### src/rtl/mem_arb_pkg.sv
// Shared types and constants for the two-requester memory read-return arbiter.
package mem_arb_pkg;

    typedef enum logic [1:0] {
        IDLE_A   = 2'd0,
        SEND_S_A = 2'd1,
        SEND_F_A = 2'd2
    } state_t;

    localparam logic SRC_SDRAM = 1'b0;
    localparam logic SRC_FLASH = 1'b1;

    localparam int WAIT_W = 3;

endpackage

### src/rtl/mem_arb_if.sv
// Bundle of the requester, output and coverage signals around mem_arb.
// Handshake: a transfer happens on a clock edge where valid && ready are both high;
// the sender holds data stable while valid is high and ready is low.
interface mem_arb_if #(parameter int DATA_W = 8);

    logic              sdram_valid;
    logic [DATA_W-1:0] sdram_data_i;
    logic              sdram_ready;
    logic              flash_valid;
    logic [DATA_W-1:0] flash_data_i;
    logic              flash_ready;
    logic              out_valid;
    logic [DATA_W-1:0] out_data;
    logic              out_src;
    logic              out_ready;
    logic [2:0]        coverage;

    modport master (
        output sdram_valid, sdram_data_i, flash_valid, flash_data_i, out_ready,
        input  sdram_ready, flash_ready, out_valid, out_data, out_src, coverage
    );

    modport slave (
        input  sdram_valid, sdram_data_i, flash_valid, flash_data_i, out_ready,
        output sdram_ready, flash_ready, out_valid, out_data, out_src, coverage
    );

endinterface

### src/rtl/mem_arb_hold_buf.sv
// One-entry holding buffer; ready comes from the full flag only, so no input-to-ready path.
module hold_buf #(
    parameter int DATA_W = 8
) (
    input  logic              clock,
    input  logic              reset,
    input  logic              in_valid,
    input  logic [DATA_W-1:0] in_data,
    output logic              ready,
    input  logic              clear,
    output logic              full,
    output logic [DATA_W-1:0] data
);

    // clear only arrives while full, and accept only while empty, so they never collide
    always_ff @(posedge clock or posedge reset) begin
        if (reset) begin
            full <= 1'b0;
            data <= '0;
        end else if (in_valid && !full) begin
            full <= 1'b1;
            data <= in_data;
        end else if (clear) begin
            full <= 1'b0;
        end
    end

    assign ready = !full;

endmodule

### src/rtl/mem_arb.sv
// SDRAM/flash read-return arbiter: flash normally wins, SDRAM wins once it has lost
// MAX_WAIT flash grants in a row; winner moves into a registered valid/ready output.
module mem_arb
    import mem_arb_pkg::*;
#(
    parameter int DATA_W   = 8,
    parameter int MAX_WAIT = 3
) (
    input logic     clock,
    input logic     reset,
    mem_arb_if.slave bus
);

    localparam logic [WAIT_W-1:0] MAX_WAIT_C = WAIT_W'(MAX_WAIT);

    logic              s_full, f_full;
    logic [DATA_W-1:0] s_data, f_data;
    logic              slot_free, grant, grant_s, grant_f, aged;
    logic [WAIT_W-1:0] wait_cnt;
    logic [DATA_W-1:0] out_data_q;
    logic              out_valid_c, out_src_c;
    state_t            state, state_nx;

    hold_buf #(.DATA_W(DATA_W)) u_sdram_buf (
        .clock    (clock),
        .reset    (reset),
        .in_valid (bus.sdram_valid),
        .in_data  (bus.sdram_data_i),
        .ready    (bus.sdram_ready),
        .clear    (grant_s),
        .full     (s_full),
        .data     (s_data)
    );

    hold_buf #(.DATA_W(DATA_W)) u_flash_buf (
        .clock    (clock),
        .reset    (reset),
        .in_valid (bus.flash_valid),
        .in_data  (bus.flash_data_i),
        .ready    (bus.flash_ready),
        .clear    (grant_f),
        .full     (f_full),
        .data     (f_data)
    );

    assign aged      = (wait_cnt == MAX_WAIT_C);
    assign slot_free = !out_valid_c || bus.out_ready;
    assign grant     = slot_free && (s_full || f_full);
    assign grant_s   = grant && s_full && (!f_full || aged);
    assign grant_f   = grant && !grant_s;

    always_ff @(posedge clock or posedge reset) begin
        if (reset) state <= IDLE_A;
        else       state <= state_nx;
    end

    always_comb begin
        state_nx = state;
        if (grant_s) begin
            state_nx = SEND_S_A;
        end else if (grant_f) begin
            state_nx = SEND_F_A;
        end else begin
            case (state)
                SEND_S_A, SEND_F_A: if (bus.out_ready) state_nx = IDLE_A;
                default:            state_nx = IDLE_A;
            endcase
        end
    end

    always_comb begin
        out_valid_c = (state == SEND_S_A) || (state == SEND_F_A);
        out_src_c   = (state == SEND_F_A) ? SRC_FLASH : SRC_SDRAM;
    end

    // Counts only flash wins that SDRAM actually contended for
    always_ff @(posedge clock or posedge reset) begin
        if (reset) begin
            wait_cnt <= '0;
        end else if (grant_s) begin
            wait_cnt <= '0;
        end else if (grant_f && s_full && !aged) begin
            wait_cnt <= wait_cnt + 1'b1;
        end
    end

    always_ff @(posedge clock or posedge reset) begin
        if (reset)        out_data_q <= '0;
        else if (grant_s) out_data_q <= s_data;
        else if (grant_f) out_data_q <= f_data;
    end

    assign bus.out_valid = out_valid_c;
    assign bus.out_src   = out_src_c;
    assign bus.out_data  = out_data_q;
    assign bus.coverage  = {aged, state};

endmodule

### src/flat_wrapper.sv
// flat-port wrapper written by rule: the top's interface ports become plain ports
module mem_arb_flat import mem_arb_pkg::*;
#(
    parameter int DATA_W   = 8,
    parameter int MAX_WAIT = 3
)
  (clock, reset, bus_sdram_valid, bus_sdram_data_i, bus_flash_valid, bus_flash_data_i, bus_out_ready, bus_sdram_ready, bus_flash_ready, bus_out_valid, bus_out_data, bus_out_src, bus_coverage);
  mem_arb_if #(.DATA_W(DATA_W)) bus_i ();
  input logic clock;
  input logic reset;
  input wire logic [$bits(bus_i.sdram_valid)-1:0] bus_sdram_valid;
  input wire logic [$bits(bus_i.sdram_data_i)-1:0] bus_sdram_data_i;
  input wire logic [$bits(bus_i.flash_valid)-1:0] bus_flash_valid;
  input wire logic [$bits(bus_i.flash_data_i)-1:0] bus_flash_data_i;
  input wire logic [$bits(bus_i.out_ready)-1:0] bus_out_ready;
  output wire logic [$bits(bus_i.sdram_ready)-1:0] bus_sdram_ready;
  output wire logic [$bits(bus_i.flash_ready)-1:0] bus_flash_ready;
  output wire logic [$bits(bus_i.out_valid)-1:0] bus_out_valid;
  output wire logic [$bits(bus_i.out_data)-1:0] bus_out_data;
  output wire logic [$bits(bus_i.out_src)-1:0] bus_out_src;
  output wire logic [$bits(bus_i.coverage)-1:0] bus_coverage;
  assign bus_i.sdram_valid = bus_sdram_valid;
  assign bus_i.sdram_data_i = bus_sdram_data_i;
  assign bus_i.flash_valid = bus_flash_valid;
  assign bus_i.flash_data_i = bus_flash_data_i;
  assign bus_i.out_ready = bus_out_ready;
  assign bus_sdram_ready = bus_i.sdram_ready;
  assign bus_flash_ready = bus_i.flash_ready;
  assign bus_out_valid = bus_i.out_valid;
  assign bus_out_data = bus_i.out_data;
  assign bus_out_src = bus_i.out_src;
  assign bus_coverage = bus_i.coverage;
  mem_arb #(.DATA_W(DATA_W), .MAX_WAIT(MAX_WAIT)) u_core (.clock(clock), .reset(reset), .bus(bus_i));
endmodule
### config.mk
export PLATFORM = sky130hd
export DESIGN_NAME = mem_arb_flat
export DESIGN_NICKNAME = d
export VERILOG_FILES = /design/src/rtl/mem_arb_pkg.sv /design/src/rtl/mem_arb_if.sv /design/src/rtl/mem_arb_hold_buf.sv /design/src/rtl/mem_arb.sv /design/src/flat_wrapper.sv
export SDC_FILE = /design/constraint.sdc
export NUM_CORES = 1
export LEC_CHECK = 0
export BUFFER_PORTS_ARGS = -buffer_cell sky130_fd_sc_hd__buf_2
export CORE_MARGIN = 8
export CORE_UTILIZATION = 55
export CTS_CLUSTER_SIZE = 28
export DETAILED_ROUTE_END_ITERATION = 10
export GPL_TIMING_DRIVEN = 1
export PLACE_DENSITY_LB_ADDON = 0.2
export SYNTH_ARGS = -nofsm -noshare
export SYNTH_HDL_FRONTEND = slang
export SYNTH_SLANG_ARGS = --single-unit
### constraint.sdc
create_clock -name clock -period 3.6 [get_ports clock]
set_input_delay 0.72 -clock clock [delete_from_list [all_inputs] [get_ports clock]]
set_output_delay 0.72 -clock clock [all_outputs]
set_load 0.01 [all_outputs]
# Yosys cells after proc, flatten, opt, wreduce, memory -nomap -nowiden

Index checks and enable logic that the tools add are counted.

Input port bits: 21
Word-level logic and storage cells: 47
Flip-flop bits (word level): 31

$add $sub $neg: 1
Reduce and logical (&&, ||, !) cells: 22
Mux-type cells: 13
Eq/ne operators: 4

Operators with widths:

| cell                                                             | count |
|---|---|
| 8-bit two-way mux                                                | 2 |
| 1-bit logical AND                                                | 8 |
| 2-bit two-way mux                                                | 4 |
| 2-bit nonzero test                                               | 4 |
| 3-bit two-way mux                                                | 2 |
| 1-bit zero test                                                  | 5 |
| 1-bit two-way mux                                                | 5 |
| 1-bit logical OR                                                 | 4 |
| 4-bit by 2-bit != test with 1-bit output (second input constant) | 1 |
| 3-bit by 1-bit adder with 3-bit output (second input constant)   | 1 |
| 3-bit by 2-bit == test with 1-bit output (second input constant) | 1 |
| 2-bit by 1-bit == test with 1-bit output (second input constant) | 1 |
| 2-bit == test (second input constant)                            | 1 |
| 2-bit OR reduction                                               | 1 |

# Longest topological paths before layout

Depth in word-level cells: 13
Gate-level depth with buffers: 6
Mapped depth without buffers: 5

# Cells and area by module

From an unflattened synthesis, not the netlist that was laid out.

Cell total of the unflattened synthesis: 121
Area, all modules: 1445.1 µm²

By module, submodules not included:

| module   | area each (µm²) | cells an instance | sequential area each (µm²) | times used |
|---|---|---|---|---|
| hold_buf | 377.9           | 22                | 225.2                      | 2 |
| mem_arb  | 689.4           | 77                | 325.3                      | 1 |

# Worst setup path before layout

OpenSTA, ideal clock, no wires.

Path type: flip-flop to output port
From: reg u_core.wait_cnt[0]
To: out bus_coverage[2]
Cell stages (with the launch flop): 4
Slack: 1995 ps
Arrival: 885 ps
Data required time: 2880 ps
Cell sequence: dfrtp_1 ha_1 ha_1 buf_4

Word-level cells in the longest chain between the ends: 1

RTL lines:

| element                                  | RTL line           | text |
|---|---|---|
| start: declaration                       | mem_arb.sv:19      | `logic [WAIT_W-1:0] wait_cnt;` |
| start signal: assignment                 | mem_arb.sv:83      | `wait_cnt <= wait_cnt + 1'b1;` |
| 3-bit by 2-bit == test with 1-bit output | mem_arb.sv:46      | `assign aged = (wait_cnt == MAX_WAIT_C);` |
| end: declaration                         | flat_wrapper.sv:21 | `output wire logic [$bits(bus_i.coverage)-1:0] bus_coverage;` |

No other way between the ends.

# Worst setup path after layout

From: reg u_core.state[0]
To: out bus_out_valid

Word-level cells in the longest chain between the ends: 2

RTL lines:

| element                                                                          | RTL line           | text |
|---|---|---|
| start: declaration                                                               | mem_arb.sv:22      | `state_t state, state_nx;` |
| start signal: assignment                                                         | mem_arb.sv:54      | `else state <= state_nx;` |
| 2-bit by 1-bit == test with 1-bit output / 2-bit == test (equally long branches) | mem_arb.sv:72      | `out_valid_c = (state == SEND_S_A) \|\| (state == SEND_F_A);` |
| 1-bit logical OR (*)                                                             | mem_arb.sv:72      |  |
| end: declaration                                                                 | flat_wrapper.sv:18 | `output wire logic [$bits(bus_i.out_valid)-1:0] bus_out_valid;` |

Every way passes the cells marked *; elsewhere a longest branch is shown, timed or not.

==> impl_metrics.toml <==
[final_layout]
final_nets = 178
antenna_cells = 0
fin_cells = 185
area_growth_pct = 17.3
final_util = 0.658
drive_above_1_share = 0.381

[logic_synthesis]
synth.most_common_cell = "dfrtp_1"
synth_edf_count = 0
ys_seq_area_frac = 0.574
synth_cell_type_count = 19
ys_seq_elements = 31
async_reset_ff_frac = 1.00
ys.flop_type = "dfrtp_1"
synthCells = 120
synth.area.top_cells = "dfrtp_1, mux2_2, a31oi_1, o21ai_1, nand3_1"
yosysTopAreaCell = "dfrtp_1"
synth_commonest_cells = "dfrtp_1, mux2_2, nor2_1"
post-synth-top-area-fraction = 0.574
avgSynthCellArea_sq_um = 11.3
syn-cell-area_sq_um = 1350
syn_nets = 144
ys_warn_count = 0

[timing]
rsz0062_at_grt = "false"
whs_ns = 0.491
fin_crit_sh = 0.557
setup_tns_ns = 0
worst_slack_ns = 1.60
fmax_mhz = 499
relSlewSlack = 0.240
worst_pin_slew_ns = 1.14
setup_viol = 0
min_period_ns = 2.00
finClkSkew_ns = 0.00732
slew_viol_final = 0
hold_viol_final = 0

[power_and_ir_drop]
p_per_area_nw_per_um2 = 968
ir_drop_mv = 0.595
p_leak_nw = 0.760

[worst_setup_path]
r2r_setup_slack_ns = 1.60
critPathCaptureType = "output port"
timing.rr.start = "u_core.state[0]"
arrival_ns = 1.28
crit_fanout = 5
startpoint_type = "flop"
cp_data_required_time_ns = 2.88
critPathKind = "flop to output port"
worst_r2r_endpoint = "u_core.u_flash_buf.full"
worst_r2r_path_depth = 5

[clocking]
hold_buffers = 0
cts_sinks = 31
clk_latency_ns = 0.31
htree_levels = 2
cts_setup_buffers = 0
cts-resized-gates = 0
cts-root-buf = "clkbuf_4"
path_clk_slew_ns = 0.09
clk_path_buf_depth = 2
cts_tree = "yes"
cts-buffers-inserted = 5

[floorplanning]
die_x_um = 65.6
io_pins = 36
start_util = 0.561
core_sq_um = 2410
dieArea_sq_um = 4300
die_y_um = 65.6
rows = 18

[grt]
grt_max_degree = 32
antenna_found_initial = 0
grt_pass1_wl_um = 4800
grt_pass1_vias = 1095
grt-ovfl-total = 0
globalRouteTotalUtil = 0.146

[route]
viasPerCell = 5.41
wl_um = 2770
dr.pass1.iters = 4
drcViolationCount = 0
ant_nets = 0
first_iter_violations = 20
via_count = 1000
wl_per_cell_um = 15.0

[place]
dp_hpwl_um = 2030
dpl.cell_count = 177
gp_congestion = 0.760
dp_slack_ns = 1.54
portBuffers = 35

[min_path]
min_path_cells = 1
holdPathEnd = "u_core.wait_cnt[0]"
hp-start = "u_core.wait_cnt[0]"
hold_class = "flop to flop"

[flow_run]
cap_violations = 0

[status]
status = "finished clean"
[per-stage QoR]
stage                     power [mW]  cell area [sq um]
after floorplan                 1.15               1350
after global placement          1.29               1520
after detailed placement        1.32               1520
after CTS                       1.55               1590
after global routing            1.67               1590
final                           1.53               1590
[registers in the layout, indices dropped and copies added (netlist names)]
signal                   flops
u_core.bus.out_data          8
u_core.u_flash_buf.data      8
u_core.u_sdram_buf.data      8
u_core.wait_cnt              3
u_core.state                 2
u_core.u_flash_buf.full      1
u_core.u_sdram_buf.full      1
[power by group]
group | internal, mW | switching, mW
Clock | 0.115 | 0.109
Combinational | 0.295 | 0.380
Sequential | 0.530 | 0.106
Total | 0.940 | 0.594
[worst max-delay path, stage by stage, from the launching register on]
cell and delay, ns:
dfrtp_1 0.37, inv_1 0.05, ha_1 0.35, inv_1 0.08, buf_2 0.12
[final cells by class]
cell class              count  area (sq um)
inverters                   6          22.5
multi-input cells          75           505
clock buffers               8          68.8
flip-flops and latches     31           776
repair buffers             35           175
fillers                   197           825
well taps                  30          37.5
[worst max-delay path by stage]
stage | startpoint | to | depth (start not counted)
6_report | u_core.state[0] | bus_out_valid | 4
2_1_floorplan | u_core.wait_cnt[0] | bus_coverage[2] | 3
3_3_place_gp | bus_flash_valid | u_core.u_flash_buf.data[1] | 3
3_5_place_dp | bus_flash_valid | u_core.u_flash_buf.data[3] | 3
4_1_cts | u_core.state[0] | bus_out_valid | 4
5_1_grt | u_core.state[0] | u_core.bus.out_data[4] | 5
[layout by cell type, fill, tap and decap left out]
cell type / count
nor2b_1: 2
o22a_2: 1
nand2b_1: 1
a31oi_1: 8
nand2_1: 6
o21ai_0: 2
clkbuf_4: 5
inv_1: 6
mux2_2: 16
dfrtp_1: 31
clkbuf_8: 2
nor2_1: 12
or3_1: 1
a21o_1: 2
clkbuf_1: 1
o21a_1: 1
buf_2: 35
ha_1: 3
o21ai_1: 10
nand3_1: 9
and2b_1: 1
[metal layers]
metal	wire, um	vias up	GRT usage
met4	27	0	0.0463
met1	1160	487	0.146
met2	1400	24	0.260
met5	0	-	0
li1	-	485	-
met3	179	4	0.0731
[cell families after synthesis]
family	share of synthesized area
AND/OR/NAND/NOR	0.107
flip-flops	0.574
AO/OA/AOI/OAI	0.106
multiplexers	0.133
buffers and inverters	0.0518
adder cells (fa/ha/maj)	0.0278
(Power assumes the default switching activity.)
